[config.mk]
export PLATFORM = sky130hd
export DESIGN_NAME = pc_ctrl_flat
export DESIGN_NICKNAME = d
export VERILOG_FILES = /design/src/rtl/pc_ctrl_pkg.sv /design/src/rtl/pc_ctrl_if.sv /design/src/rtl/pc_ctrl_load_use_detect.sv /design/src/rtl/pc_ctrl.sv /design/src/flat_wrapper.sv
export SDC_FILE = /design/constraint.sdc
export NUM_CORES = 1
export LEC_CHECK = 0
export ABC_AREA = 1
export BUFFER_PORTS_ARGS = -buffer_cell sky130_fd_sc_hd__buf_2
export CAP_MARGIN = 15
export CORE_MARGIN = 4
export CORE_UTILIZATION = 31
export DETAILED_ROUTE_END_ITERATION = 6
export SLEW_MARGIN = 40
export SYNTH_ARGS = -nofsm -noshare
export SYNTH_HDL_FRONTEND = slang
export SYNTH_SLANG_ARGS = --single-unit
[constraint.sdc]
create_clock -name clk_i -period 3.3 [get_ports clk_i]
set_clock_uncertainty 0.1 [all_clocks]
set_input_delay 0.66 -clock clk_i [delete_from_list [all_inputs] [get_ports clk_i]]
set_output_delay 0.66 -clock clk_i [all_outputs]
set_load 0.01 [all_outputs]
[src/rtl/pc_ctrl_pkg.sv]
// -----------------------------------------------------------------------------
// pc_ctrl_pkg
// Shared types and constants for the program-counter front-end sequencer.
//   state_e  : sequencer states (BOOT, RUN, WAIT)
//   PC_W     : program counter width
//   REG_W    : register-file index width
//   REG_ZERO : hard-wired zero register index (never a real hazard source)
// -----------------------------------------------------------------------------
package pc_ctrl_pkg;

  localparam int PC_W  = 32;
  localparam int REG_W = 5;

  localparam logic [REG_W-1:0] REG_ZERO = 5'd0;

  typedef enum logic [1:0] {
    BOOT = 2'd0,
    RUN  = 2'd1,
    WAIT = 2'd2
  } state_e;

endpackage

[src/rtl/pc_ctrl_if.sv]
// -----------------------------------------------------------------------------
// pc_ctrl_if
// Bundles every signal between pc_ctrl and the surrounding datapath
// (PC register, IF/ID and ID/EX registers, ID branch logic, instruction memory).
//   master : pc_ctrl side (drives PC / pipeline control, receives datapath state)
//   slave  : datapath side (drives PC value, hazard fields, redirects, imem ack)
// -----------------------------------------------------------------------------
interface pc_ctrl_if;
  import pc_ctrl_pkg::*;

  logic [PC_W-1:0]  pc_i;
  logic [PC_W-1:0]  pc_next_o;
  logic             pc_stall_o;
  logic             ifid_stall_o;
  logic             ifid_flush_o;
  logic             idex_bubble_o;
  logic             idex_memread_i;
  logic [REG_W-1:0] idex_rt_i;
  logic [REG_W-1:0] ifid_rs_i;
  logic [REG_W-1:0] ifid_rt_i;
  logic             branch_i;
  logic [PC_W-1:0]  branch_target_i;
  logic             jump_i;
  logic [PC_W-1:0]  jump_target_i;
  logic             imem_req_o;
  logic             imem_ack_i;

  modport master (
    input  pc_i, idex_memread_i, idex_rt_i, ifid_rs_i, ifid_rt_i,
           branch_i, branch_target_i, jump_i, jump_target_i, imem_ack_i,
    output pc_next_o, pc_stall_o, ifid_stall_o, ifid_flush_o,
           idex_bubble_o, imem_req_o
  );

  modport slave (
    output pc_i, idex_memread_i, idex_rt_i, ifid_rs_i, ifid_rt_i,
           branch_i, branch_target_i, jump_i, jump_target_i, imem_ack_i,
    input  pc_next_o, pc_stall_o, ifid_stall_o, ifid_flush_o,
           idex_bubble_o, imem_req_o
  );

endinterface

[src/rtl/pc_ctrl_load_use_detect.sv]
// -----------------------------------------------------------------------------
// load_use_detect
// Combinational load-use hazard detector: the load in EX writes a register
// that the instruction in ID reads.
//   i_memread : EX-stage instruction is a load
//   i_ex_rt   : EX-stage load destination
//   i_id_rs   : ID-stage source rs
//   i_id_rt   : ID-stage source rt
//   o_lu      : hazard present this cycle
// -----------------------------------------------------------------------------
module load_use_detect
  import pc_ctrl_pkg::*;
(
  input  logic             i_memread,
  input  logic [REG_W-1:0] i_ex_rt,
  input  logic [REG_W-1:0] i_id_rs,
  input  logic [REG_W-1:0] i_id_rt,
  output logic             o_lu
);

  // Register zero is constant, so a load targeting it never creates a hazard.
  assign o_lu = i_memread && (i_ex_rt != REG_ZERO) &&
                ((i_ex_rt == i_id_rs) || (i_ex_rt == i_id_rt));

endmodule

[src/rtl/pc_ctrl.sv]
// -----------------------------------------------------------------------------
// pc_ctrl
// Program-counter front-end sequencer. Computes the next PC each cycle and
// produces PC hold, IF/ID stall/flush and ID/EX bubble controls for load-use
// hazards, ID-stage branch/jump redirects and instruction-memory wait states.
// All control outputs are Mealy (combinational from state and inputs).
//
// Ports:
//   clk_i        : clock, rising edge
//   start_i      : asynchronous active-low reset (low returns to BOOT)
//   bus          : pc_ctrl_if.master (datapath/pipeline/imem signals)
//   stall_cnt_o  : cycles with PC held outside BOOT   (PC_CTRL_PERF_EN only)
//   flush_cnt_o  : cycles with IF/ID flushed outside BOOT (PC_CTRL_PERF_EN only)
//
// Build option: define PC_CTRL_PERF_EN to add the saturating perf counters.
// -----------------------------------------------------------------------------
module pc_ctrl
  import pc_ctrl_pkg::*;
#(
  parameter logic [PC_W-1:0] RESET_PC    = 32'h0,
  parameter int unsigned     PC_STEP     = 4,
  parameter int unsigned     BOOT_CYCLES = 2
)(
  input  logic          clk_i,
  input  logic          start_i,
  pc_ctrl_if.master     bus
`ifdef PC_CTRL_PERF_EN
  ,
  output logic [31:0]   stall_cnt_o,
  output logic [31:0]   flush_cnt_o
`endif
);

  localparam logic [PC_W-1:0] STEP      = PC_W'(PC_STEP);
  localparam logic [3:0]      BOOT_LAST = 4'(BOOT_CYCLES - 1);

  state_e          r_state, w_state_nxt;
  logic [3:0]      r_boot_cnt, w_boot_cnt_nxt;
  logic            r_pend_valid, w_pend_valid_nxt;
  logic [PC_W-1:0] r_pend_target, w_pend_target_nxt;

  logic            w_lu;
  logic            w_rd;
  logic [PC_W-1:0] w_rd_target;

  load_use_detect u_lu (
    .i_memread (bus.idex_memread_i),
    .i_ex_rt   (bus.idex_rt_i),
    .i_id_rs   (bus.ifid_rs_i),
    .i_id_rt   (bus.ifid_rt_i),
    .o_lu      (w_lu)
  );

  // A hazard stall suppresses redirects; the branch re-resolves next cycle.
  assign w_rd        = !w_lu && (bus.jump_i || bus.branch_i);
  assign w_rd_target = bus.jump_i ? bus.jump_target_i : bus.branch_target_i;

  // State register
  always_ff @(posedge clk_i or negedge start_i) begin
    if (!start_i) begin
      r_state       <= BOOT;
      r_boot_cnt    <= 4'd0;
      r_pend_valid  <= 1'b0;
      r_pend_target <= '0;
    end else begin
      r_state       <= w_state_nxt;
      r_boot_cnt    <= w_boot_cnt_nxt;
      r_pend_valid  <= w_pend_valid_nxt;
      r_pend_target <= w_pend_target_nxt;
    end
  end

  // Next-state logic
  always_comb begin
    w_state_nxt       = r_state;
    w_boot_cnt_nxt    = r_boot_cnt;
    w_pend_valid_nxt  = r_pend_valid;
    w_pend_target_nxt = r_pend_target;
    case (r_state)
      BOOT: begin
        if (r_boot_cnt == BOOT_LAST) begin
          w_state_nxt    = RUN;
          w_boot_cnt_nxt = 4'd0;
        end else begin
          w_boot_cnt_nxt = r_boot_cnt + 4'd1;
        end
      end
      RUN, WAIT: begin
        if (w_lu) begin
          w_state_nxt = r_state;
        end else if (!bus.imem_ack_i) begin
          w_state_nxt = WAIT;
          // A newer redirect during the wait replaces any older pending one.
          if (w_rd) begin
            w_pend_valid_nxt  = 1'b1;
            w_pend_target_nxt = w_rd_target;
          end
        end else begin
          w_state_nxt      = RUN;
          w_pend_valid_nxt = 1'b0;
        end
      end
      default: w_state_nxt = BOOT;
    endcase
  end

  // Output logic
  always_comb begin
    bus.pc_next_o     = bus.pc_i + STEP;
    bus.pc_stall_o    = 1'b0;
    bus.ifid_stall_o  = 1'b0;
    bus.ifid_flush_o  = 1'b0;
    bus.idex_bubble_o = 1'b0;
    bus.imem_req_o    = 1'b0;
    case (r_state)
      RUN, WAIT: begin
        bus.imem_req_o = 1'b1;
        if (w_lu) begin
          bus.pc_next_o     = bus.pc_i;
          bus.pc_stall_o    = 1'b1;
          bus.ifid_stall_o  = 1'b1;
          bus.idex_bubble_o = 1'b1;
        end else if (!bus.imem_ack_i) begin
          bus.pc_next_o    = bus.pc_i;
          bus.pc_stall_o   = 1'b1;
          bus.ifid_flush_o = 1'b1;
        end else if (w_rd) begin
          bus.pc_next_o    = w_rd_target;
          bus.ifid_flush_o = 1'b1;
        end else if (r_pend_valid) begin
          bus.pc_next_o    = r_pend_target;
          bus.ifid_flush_o = 1'b1;
        end
      end
      default: begin
        bus.pc_next_o     = RESET_PC;
        bus.pc_stall_o    = 1'b1;
        bus.ifid_flush_o  = 1'b1;
        bus.idex_bubble_o = 1'b1;
      end
    endcase
  end

`ifdef PC_CTRL_PERF_EN
  function automatic logic [31:0] sat_inc(input logic [31:0] v);
    return (v == 32'hFFFF_FFFF) ? v : v + 32'd1;
  endfunction

  logic [31:0] r_stall_cnt, r_flush_cnt;

  always_ff @(posedge clk_i or negedge start_i) begin
    if (!start_i) begin
      r_stall_cnt <= 32'd0;
      r_flush_cnt <= 32'd0;
    end else if (r_state != BOOT) begin
      if (bus.pc_stall_o)   r_stall_cnt <= sat_inc(r_stall_cnt);
      if (bus.ifid_flush_o) r_flush_cnt <= sat_inc(r_flush_cnt);
    end
  end

  assign stall_cnt_o = r_stall_cnt;
  assign flush_cnt_o = r_flush_cnt;
`endif

endmodule
[src/flat_wrapper.sv]
// flat-port wrapper written by rule: the top's interface ports become plain ports
module pc_ctrl_flat import pc_ctrl_pkg::*;
#(
  parameter logic [PC_W-1:0] RESET_PC    = 32'h0,
  parameter int unsigned     PC_STEP     = 4,
  parameter int unsigned     BOOT_CYCLES = 2
)
  (clk_i, start_i, bus_pc_i, bus_idex_memread_i, bus_idex_rt_i, bus_ifid_rs_i, bus_ifid_rt_i, bus_branch_i, bus_branch_target_i, bus_jump_i, bus_jump_target_i, bus_imem_ack_i, bus_pc_next_o, bus_pc_stall_o, bus_ifid_stall_o, bus_ifid_flush_o, bus_idex_bubble_o, bus_imem_req_o);
  pc_ctrl_if bus_i ();
  input  logic clk_i;
  input  logic start_i;
  input wire logic [$bits(bus_i.pc_i)-1:0] bus_pc_i;
  input wire logic [$bits(bus_i.idex_memread_i)-1:0] bus_idex_memread_i;
  input wire logic [$bits(bus_i.idex_rt_i)-1:0] bus_idex_rt_i;
  input wire logic [$bits(bus_i.ifid_rs_i)-1:0] bus_ifid_rs_i;
  input wire logic [$bits(bus_i.ifid_rt_i)-1:0] bus_ifid_rt_i;
  input wire logic [$bits(bus_i.branch_i)-1:0] bus_branch_i;
  input wire logic [$bits(bus_i.branch_target_i)-1:0] bus_branch_target_i;
  input wire logic [$bits(bus_i.jump_i)-1:0] bus_jump_i;
  input wire logic [$bits(bus_i.jump_target_i)-1:0] bus_jump_target_i;
  input wire logic [$bits(bus_i.imem_ack_i)-1:0] bus_imem_ack_i;
  output wire logic [$bits(bus_i.pc_next_o)-1:0] bus_pc_next_o;
  output wire logic [$bits(bus_i.pc_stall_o)-1:0] bus_pc_stall_o;
  output wire logic [$bits(bus_i.ifid_stall_o)-1:0] bus_ifid_stall_o;
  output wire logic [$bits(bus_i.ifid_flush_o)-1:0] bus_ifid_flush_o;
  output wire logic [$bits(bus_i.idex_bubble_o)-1:0] bus_idex_bubble_o;
  output wire logic [$bits(bus_i.imem_req_o)-1:0] bus_imem_req_o;
  assign bus_i.pc_i = bus_pc_i;
  assign bus_i.idex_memread_i = bus_idex_memread_i;
  assign bus_i.idex_rt_i = bus_idex_rt_i;
  assign bus_i.ifid_rs_i = bus_ifid_rs_i;
  assign bus_i.ifid_rt_i = bus_ifid_rt_i;
  assign bus_i.branch_i = bus_branch_i;
  assign bus_i.branch_target_i = bus_branch_target_i;
  assign bus_i.jump_i = bus_jump_i;
  assign bus_i.jump_target_i = bus_jump_target_i;
  assign bus_i.imem_ack_i = bus_imem_ack_i;
  assign bus_pc_next_o = bus_i.pc_next_o;
  assign bus_pc_stall_o = bus_i.pc_stall_o;
  assign bus_ifid_stall_o = bus_i.ifid_stall_o;
  assign bus_ifid_flush_o = bus_i.ifid_flush_o;
  assign bus_idex_bubble_o = bus_i.idex_bubble_o;
  assign bus_imem_req_o = bus_i.imem_req_o;
  pc_ctrl #(.RESET_PC(RESET_PC), .PC_STEP(PC_STEP), .BOOT_CYCLES(BOOT_CYCLES)) u_core (.clk_i(clk_i), .start_i(start_i), .bus(bus_i));
endmodule
# After elaboration in Yosys (flattened, before gate mapping)
# Index checks and enable logic that the tools add are counted.
# word_totals
register_bits	39
latchBits	0
ram_bits	0
mem_bits_ro	0
inputBits	117
out_inout_bits	37
elab_cells	53
n_memories	0
# classes
add_sub_neg	2
n_mul	0
div	0
n_lt_le_gt_ge	0
n_eq_ne	7
shifts	0
mux	25
bitwise	2
n_reduce_logical	13
# op_table
operator	n
32-bit 2-to-1 mux	6
32-bit by 3-bit adder with 32-bit output (second input constant)	1
1-bit 2-to-1 mux	14
5-bit == test	2
2-bit 2-to-1 mux	3
5-bit nonzero test	1
4-bit by 1-bit adder with 4-bit output (second input constant)	1
4-bit by 1-bit == test with 1-bit output (second input constant)	1
4-bit 2-to-1 mux	1
2-bit one-hot mux with 2 select lines	1
4-bit AND reduction	1
1-bit logical AND	3
3-bit AND reduction	1
2-bit by 1-bit == test with 1-bit output (second input constant)	1
2-bit == test (second input constant)	1
2-bit zero test	1
1-bit logical OR	2
2-bit by 1-bit != test with 1-bit output (second input constant)	1
2-bit != test (second input constant)	1
1-bit inverter	2
2-bit AND reduction	1
2-bit nonzero test	1
2-bit OR reduction	1
1-bit zero test	1

# Logic depth before layout (Yosys ltp)
# Gate-level depths: netlist of the first run.
# depth
word_depth	9
depth_mapped	14
depth_no_buf	13

# Modules after synthesis
# From an unflattened synthesis of the first run, not the netlist that was laid out.
# unflattened
cells_unflattened	694
hier_area_um2	3975.1
# modules_own_cells
module	instances	cells_each	area_per_inst_um2	seq_area_each_um2
pc_ctrl	1	649	3779.9	975.9
load_use_detect	1	45	195.2	0.0

# Worst setup path after synthesis of the first run
# No wires, ideal clock.
# synth_timing
path_kind	input to output
startpoint	in bus_pc_i[2]
endpoint	out bus_pc_next_o[28]
arrival_ns	1.871
required_time_ns	2.540
setup_slack_ns	0.669
stages	11
n_path_buf	0
path_cell_list	ha_1 > nand2_1 > nor2_2 > nand2_1 > nor2_2 > nand2_1 > o21bai_1 > nand2_1 > nand2_1 > nand3_1 > a21oi_1
# synth_between
elab_chain_len	6
# synth_lines
item	line_no	rtl
start: declaration	flat_wrapper.sv:12	input wire logic [$bits(bus_i.pc_i)-1:0] bus_pc_i;
32-bit by 3-bit adder with 32-bit output	pc_ctrl.sv:109	bus.pc_next_o = bus.pc_i + STEP;
32-bit 2-to-1 mux	pc_ctrl.sv:130	end else if (r_pend_valid) begin
32-bit 2-to-1 mux	pc_ctrl.sv:127	end else if (w_rd) begin
32-bit 2-to-1 mux	pc_ctrl.sv:123	end else if (!bus.imem_ack_i) begin
32-bit 2-to-1 mux	pc_ctrl.sv:118	if (w_lu) begin
32-bit 2-to-1 mux	pc_ctrl.sv:115	case (r_state)
end: declaration	flat_wrapper.sv:22	output wire logic [$bits(bus_i.pc_next_o)-1:0] bus_pc_next_o;
# Every way passes these cells.

# Worst setup path in the final report of the first run
# layout_timing
startpoint	in bus_pc_i[2]
endpoint	out bus_pc_next_o[10]
# Same word-level chain as after synthesis.

==> results.toml, run 1 <==
[layout]
layout-area-overhead-vs-synth_pct = 25.64
final_cell_count_no_fill = 1030
num_antenna_cells = 0
final_core_util = 0.3977
fill_cells = 1522
nets = 973
mostFrequentLayoutCells = "nand2_1 (266), buf_2 (152), inv_1 (70), nand3_1 (68), nor2_1 (54)"
layout_commonest_cell = "nand2_1"
drive_gt1_frac = 0.2506

[logic_synthesis]
synth.distinct_cells = 34
synth-seq-cells = 39
syn_inst = 713
synth_area_leader_cell = "nand2_1"
yosysSeqAreaShare = 0.2328
synth.cell_area_um2 = 4192
synth_area_leaders = "nand2_1 (24%), dfrtp_1 (23%), nand3_1 (8.1%)"
yosysTopAreaCellShare = 0.2382
synth_nets = 833
synth_warnings = 0
syn_avg_cell_area_um2 = 5.879

[drt]
dr.pass1.iters = 5
drc_errors = 0
drtIter0Drc = 237
via_count = 4829
via_per_inst = 4.688
avgRoutedWirePerCell_um = 13.95
drtAntennaViolNets = 0
drt_wl_total_um = 14370

[clocking]
cts.sinks = 39
cts-root-buf = "clkbuf_16"
cts_tree = "yes"
cts_hold_buf = 0
post_cts_resized = 0
cts_buffer_depth = 2
cts_made_buffers = 5
cts_setup_buffers = 0
path_clk_slew_ns = 0.06
htree_levels = 2
clkLatencyLatePin_ns = 0.29

[worst_setup_path]
path_common_cell = "nand2_1"
criticalPathCategory = "in2out"
worst_ep_required_time_ns = 2.54
rrSetupSlack_ns = 0.80
startpoint_type = "input pin"
crit_chain = "buf_2, ha_1, nand2_1, nor2_2, nand2_1, inv_1, nor2_1, o21ai_0, o21ai_0, nand2_1, nand2_1, a21oi_1, buf_2"
slowest_delay_ns = 0.19
critPathCaptureType = "output port"
path_max_fanout = 5
cpMaxStageDelayCell = "nor2_2"
crit_buf_inv = 3
cp.arrival_ns = 2.30
crit_family = "simple AND/OR/NAND/NOR gates"

[global_route]
antenna_found_initial = 0
top_usage_layer = "met2"
grt_use_met2 = 0.3050
grt_max_degree = 59
met1_usage = 0.2545
grt_pass1_vias = 4960
gr-total-overflow = 0
grt_usage = 0.1854
use_met3 = 0.02916
grt_first_pass_wirelength_um = 24090

[timing]
hold_viol_final = 0
drv_slew = 0
finalSetupTns_ns = 0
worst_slew_pin_slew_ns = 0.6174
setup_viol = 0
maxSlewHeadroom = 0.5884
min_period_ns = 3.063
min_period_over_period = 0.9281
timing.fmax_mhz = 326.5
hold_ws_ns = 0.2585
rsz0062_at_grt = "no"

[floorplanning]
start_util = 0.3165
dieArea_um2 = 15450
die_x_um = 124.3
rows = 42
io_pins = 154
core_area_um2 = 13240
die_y_um = 124.3

[place]
port_buffers = 153
place_congestion = 0.9206
dpl.cell_count = 1022
dp_hpwl_um = 11200

[power]
vdd_drop_max_uv = 274.3
powerDensity_nw_per_um2 = 579.3
p_leak_nw = 2.938

[flow_run]
cap_violations = 0

[hold_path]
hp-class = "in2async"

[status]
status = "finished, final reports clean"
-- registers in the layout (all words and copies together), names as in the netlist --
register,flops
u_core.r_pend_target,32
u_core.r_state,2
u_core.r_pend_valid,1
u_core.r_boot_cnt,4
-- final timing paths --
| check | start | end | depth (start not counted) |
|---|---|---|---|
| max | bus_pc_i[2] | bus_pc_next_o[10] | 13 |
| min | start_i | u_core.r_pend_target[31] | 1 |
| max reg2reg | u_core.r_state[0] | u_core.r_pend_target[26] | 9 |
| min reg2reg | u_core.r_boot_cnt[3] | u_core.r_boot_cnt[3] | 1 |
| max in group asynchronous | start_i | u_core.r_pend_target[3] | 1 |
| min in group clk_i | u_core.r_boot_cnt[3] | u_core.r_boot_cnt[3] | 1 |
-- layout make-up --
cell class | instances | area [um^2] | area share
multi-input combinational | 564 | 2753 | 0.5227
sequential | 39 | 975.9 | 0.1853
timing repair buffer | 166 | 878.3 | 0.1668
inverter | 77 | 289.0 | 0.05488
tap | 176 | 220.2 | 0.04182
clock buffer | 5 | 125.1 | 0.02376
clock inverter | 3 | 25.02 | 0.004752
-- routing by layer --
metal	vias to the layer above	share of wire	wire length, um
met4	0	0.010	148
met5	-	0	0
met1	2124	0.48	6892
li1	2553	-	-
met3	10	0.051	726
met2	142	0.46	6601
-- worst reg2reg max path, cell delays in order, from the launching register on --
cell and delay, ns:
dfrtp_1 0.37, inv_1 0.06, ha_1 0.61, inv_1 0.11, buf_4 0.19, nor2_1 0.20
nand2_4 0.38, inv_2 0.29, nand2_1 0.08, nand2_1 0.06
-- power breakdown --
part           internal [W]  switching (W)  total, W
combinational      0.000668        0.00108   0.00175
clock              0.000283       0.000221  0.000505
sequential         0.000690       0.000110  0.000800
total               0.00164        0.00141   0.00305
-- logic make-up after synthesis --
| kind of cell | Yosys count | synth area share |
|---|---|---|
| xor+xnor | 9 | 0.01880 |
| buf+inv | 110 | 0.1104 |
| compound gates | 113 | 0.1531 |
| fa+ha+maj | 3 | 0.008956 |
| flops | 39 | 0.2328 |
| simple gates | 410 | 0.4042 |
| mux | 29 | 0.07164 |
-- cells in the mapped netlist --
| cell | instances |
|---|---|
| nand3_1 | 68 |
| nor3_1 | 1 |
| nand2_4 | 3 |
| xor2_1 | 4 |
| clkbuf_1 | 12 |
| or2_2 | 12 |
| o21ai_0 | 48 |
| nor2_1 | 54 |
| a21boi_0 | 1 |
| mux2_2 | 8 |
| o21ai_2 | 7 |
| o21ai_1 | 4 |
| o21a_1 | 1 |
| and2_1 | 1 |
| inv_1 | 70 |
| o21bai_1 | 4 |
| buf_6 | 3 |
| a22oi_1 | 1 |
| ha_1 | 3 |
| nand2_1 | 266 |
| xnor2_1 | 5 |
| dfrtp_1 | 39 |
| a21o_1 | 1 |
| a2bb2oi_1 | 1 |
| buf_2 | 16 |
| buf_4 | 2 |
| a21oi_1 | 34 |
| nand3b_1 | 1 |
| nand4_1 | 1 |
| mux2i_1 | 21 |
| a31oi_1 | 1 |
| nor2_2 | 3 |
| o211ai_1 | 10 |
| inv_2 | 7 |
-- through the flow --
step	setup slack, ns	power [W]	area, um^2
2_1_floorplan	0.6688	0.001953	4192
3_3_place_gp	0.2928	0.002546	5114
3_5_place_dp	0.2474	0.002568	5116
4_1_cts	0.2393	0.003086	5266
5_1_grt	0.01613	0.003346	5266
6_report	0.2374	0.003051	5266
Power figures use the tool's default switching activity.
==> inputs of run 2 (changes only) <==
--- a/config.mk
+++ b/config.mk
@@ -11,6 +11,7 @@
 export CORE_MARGIN = 4
 export CORE_UTILIZATION = 31
 export DETAILED_ROUTE_END_ITERATION = 6
+export PLACE_DENSITY_LB_ADDON = 0.1
 export SLEW_MARGIN = 40
 export SYNTH_ARGS = -nofsm -noshare
 export SYNTH_HDL_FRONTEND = slang
==> results.toml, run 2 (synthesis results as in run 1) <==
[drt]
drtIter0Drc = 254
avgRoutedWirePerCell_um = 14.82
via_per_inst = 4.708
drc_errors = 0
drtAntennaViolNets = 0
via_count = 4849
drt_wl_total_um = 15260
dr.pass1.iters = 4

[place]
place_congestion = 0.9455
port_buffers = 153
dp_hpwl_um = 12070

[clocking]
cts_made_buffers = 5
cts-root-buf = "clkbuf_16"
cts_tree = "yes"
path_clk_slew_ns = 0.06
htree_levels = 2
cts_hold_buf = 0
clkLatencyLatePin_ns = 0.30
cts_buffer_depth = 2
cts.sinks = 39

[timing]
rsz0062_at_grt = "no"
setup_viol = 0
hold_viol_final = 0
timing.fmax_mhz = 320.7
min_period_over_period = 0.9450
drv_slew = 0
finalSetupTns_ns = 0
min_period_ns = 3.119
worst_slew_pin_slew_ns = 0.6302
maxSlewHeadroom = 0.5795

[floorplanning]
die_x_um = 124.3
die_y_um = 124.3
rows = 42
core_area_um2 = 13240
start_util = 0.3165
io_pins = 154
dieArea_um2 = 15450

[global_route]
grt_max_degree = 59
antenna_found_initial = 0
gr-total-overflow = 0
grt_pass1_vias = 4852
grt_first_pass_wirelength_um = 25280
grt_usage = 0.2004

[hold_path]
hp-class = "in2async"

[worst_setup_path]
path_max_fanout = 4
criticalPathCategory = "in2out"
path_common_cell = "nand2_1"
cp.arrival_ns = 2.36
worst_ep_required_time_ns = 2.54
critPathCaptureType = "output port"
cpMaxStageDelayCell = "nor2_1"
startpoint_type = "input pin"
slowest_delay_ns = 0.34
crit_chain = "buf_2, nand2_1, nor2_1, nand2_1, nor2_1, nand2_1, nand2_1, nand2_1, nand2_1, o211ai_1, a21oi_1, buf_2"

[layout]
layout_commonest_cell = "nand2_1"
largest_reg_flops = 32
layout-area-overhead-vs-synth_pct = 26.36
fill_cells = 1517
mostFrequentLayoutCells = "nand2_1 (266), buf_2 (152), inv_1 (70), nand3_1 (68), nor2_1 (53)"
multiInputGateArea_um2 = 2760
nets = 973
final_core_util = 0.3999
num_antenna_cells = 0
drive_gt1_frac = 0.2518
max_flop_register = "u_core.r_pend_target"
reg_top3 = "u_core.r_pend_target: 32 flops, u_core.r_boot_cnt: 4 flops, u_core.r_state: 2 flops"
seq_area_um2 = 975.9

[flow_run]
cap_violations = 0

[status]
status = "finished, final reports clean"

[power]
vdd_drop_max_uv = 286.3
p_leak_nw = 2.954
powerDensity_nw_per_um2 = 590.1
[run 2: per-stage QoR]
| stage | area (um^2) | power (W) | setup WS, ns | hold WS, ns | std cells |
|---|---|---|---|---|---|
| floorplan | 4192 | 0.001953 | 0.6688 | 0.2644 | 713 |
| global route | 5296 | 0.003445 | 0.005211 | 0.2926 | 1030 |
| detailed placement | 5101 | 0.002562 | 0.1136 | 0.3569 | 1020 |
| finish | 5296 | 0.003126 | 0.1815 | 0.2287 | 1030 |
| global placement | 5099 | 0.002541 | 0.1184 | 0.3532 | 1020 |
| CTS | 5274 | 0.003178 | 0.1054 | 0.2677 | 1028 |
[run 2: final timing paths]
check                                     startpoint                       end  slack (ns)  cells past startpoint
worst max-delay path                    bus_pc_i[14]         bus_pc_next_o[30]        0.18                     12
worst min-delay path                         start_i  u_core.r_pend_target[24]        0.23                      1
worst max register to register     u_core.r_state[0]  u_core.r_pend_target[26]        0.64                      9
worst min register to register  u_core.r_boot_cnt[3]      u_core.r_boot_cnt[3]        0.37                      1
max in group asynchronous                    start_i  u_core.r_pend_target[22]        2.46                      1
min in group clk_i              u_core.r_boot_cnt[3]      u_core.r_boot_cnt[3]        0.37                      1
[run 2: worst max-delay path: cells and delay by family]
kind | cells | cell delay (ns)
AOI/OAI and AO/OA | 2 | 0.30
and+or+nand+nor | 8 | 1.08
buffers and inverters | 2 | 0.30
[run 2: area by class of cell]
type,count,area share
flip-flops and latches,39,0.1843
clock inverters,3,0.008977
multi-input cells,564,0.5211
well taps,176,0.04158
inverters,77,0.05457
repair buffers,166,0.1658
clock buffers,5,0.02362
[run 2: report_power, final]
group          leakage, nW  switching (W)  total (W)  internal [W]
combinational         2.38        0.00107    0.00172      0.000655
sequential           0.489       0.000112   0.000802      0.000690
clock               0.0844       0.000237   0.000599      0.000362
total                 2.95        0.00142    0.00313       0.00171
[run 2: what timing repair did]
action / CTS / global route
buffers inserted: 0 / 2
resized for setup: 0 / 2
endpoints found under the setup margin: 0 / 4
[run 2: metal layers]
layer	share of wire	vias up	wire length (um)	global-route usage
met3	0.054	10	820	0.02744
met2	0.47	107	7105	0.3356
li1	-	2557	-	-
met5	0	-	0	0
met1	0.47	2175	7202	0.2760
met4	0.0088	0	134	0.04191
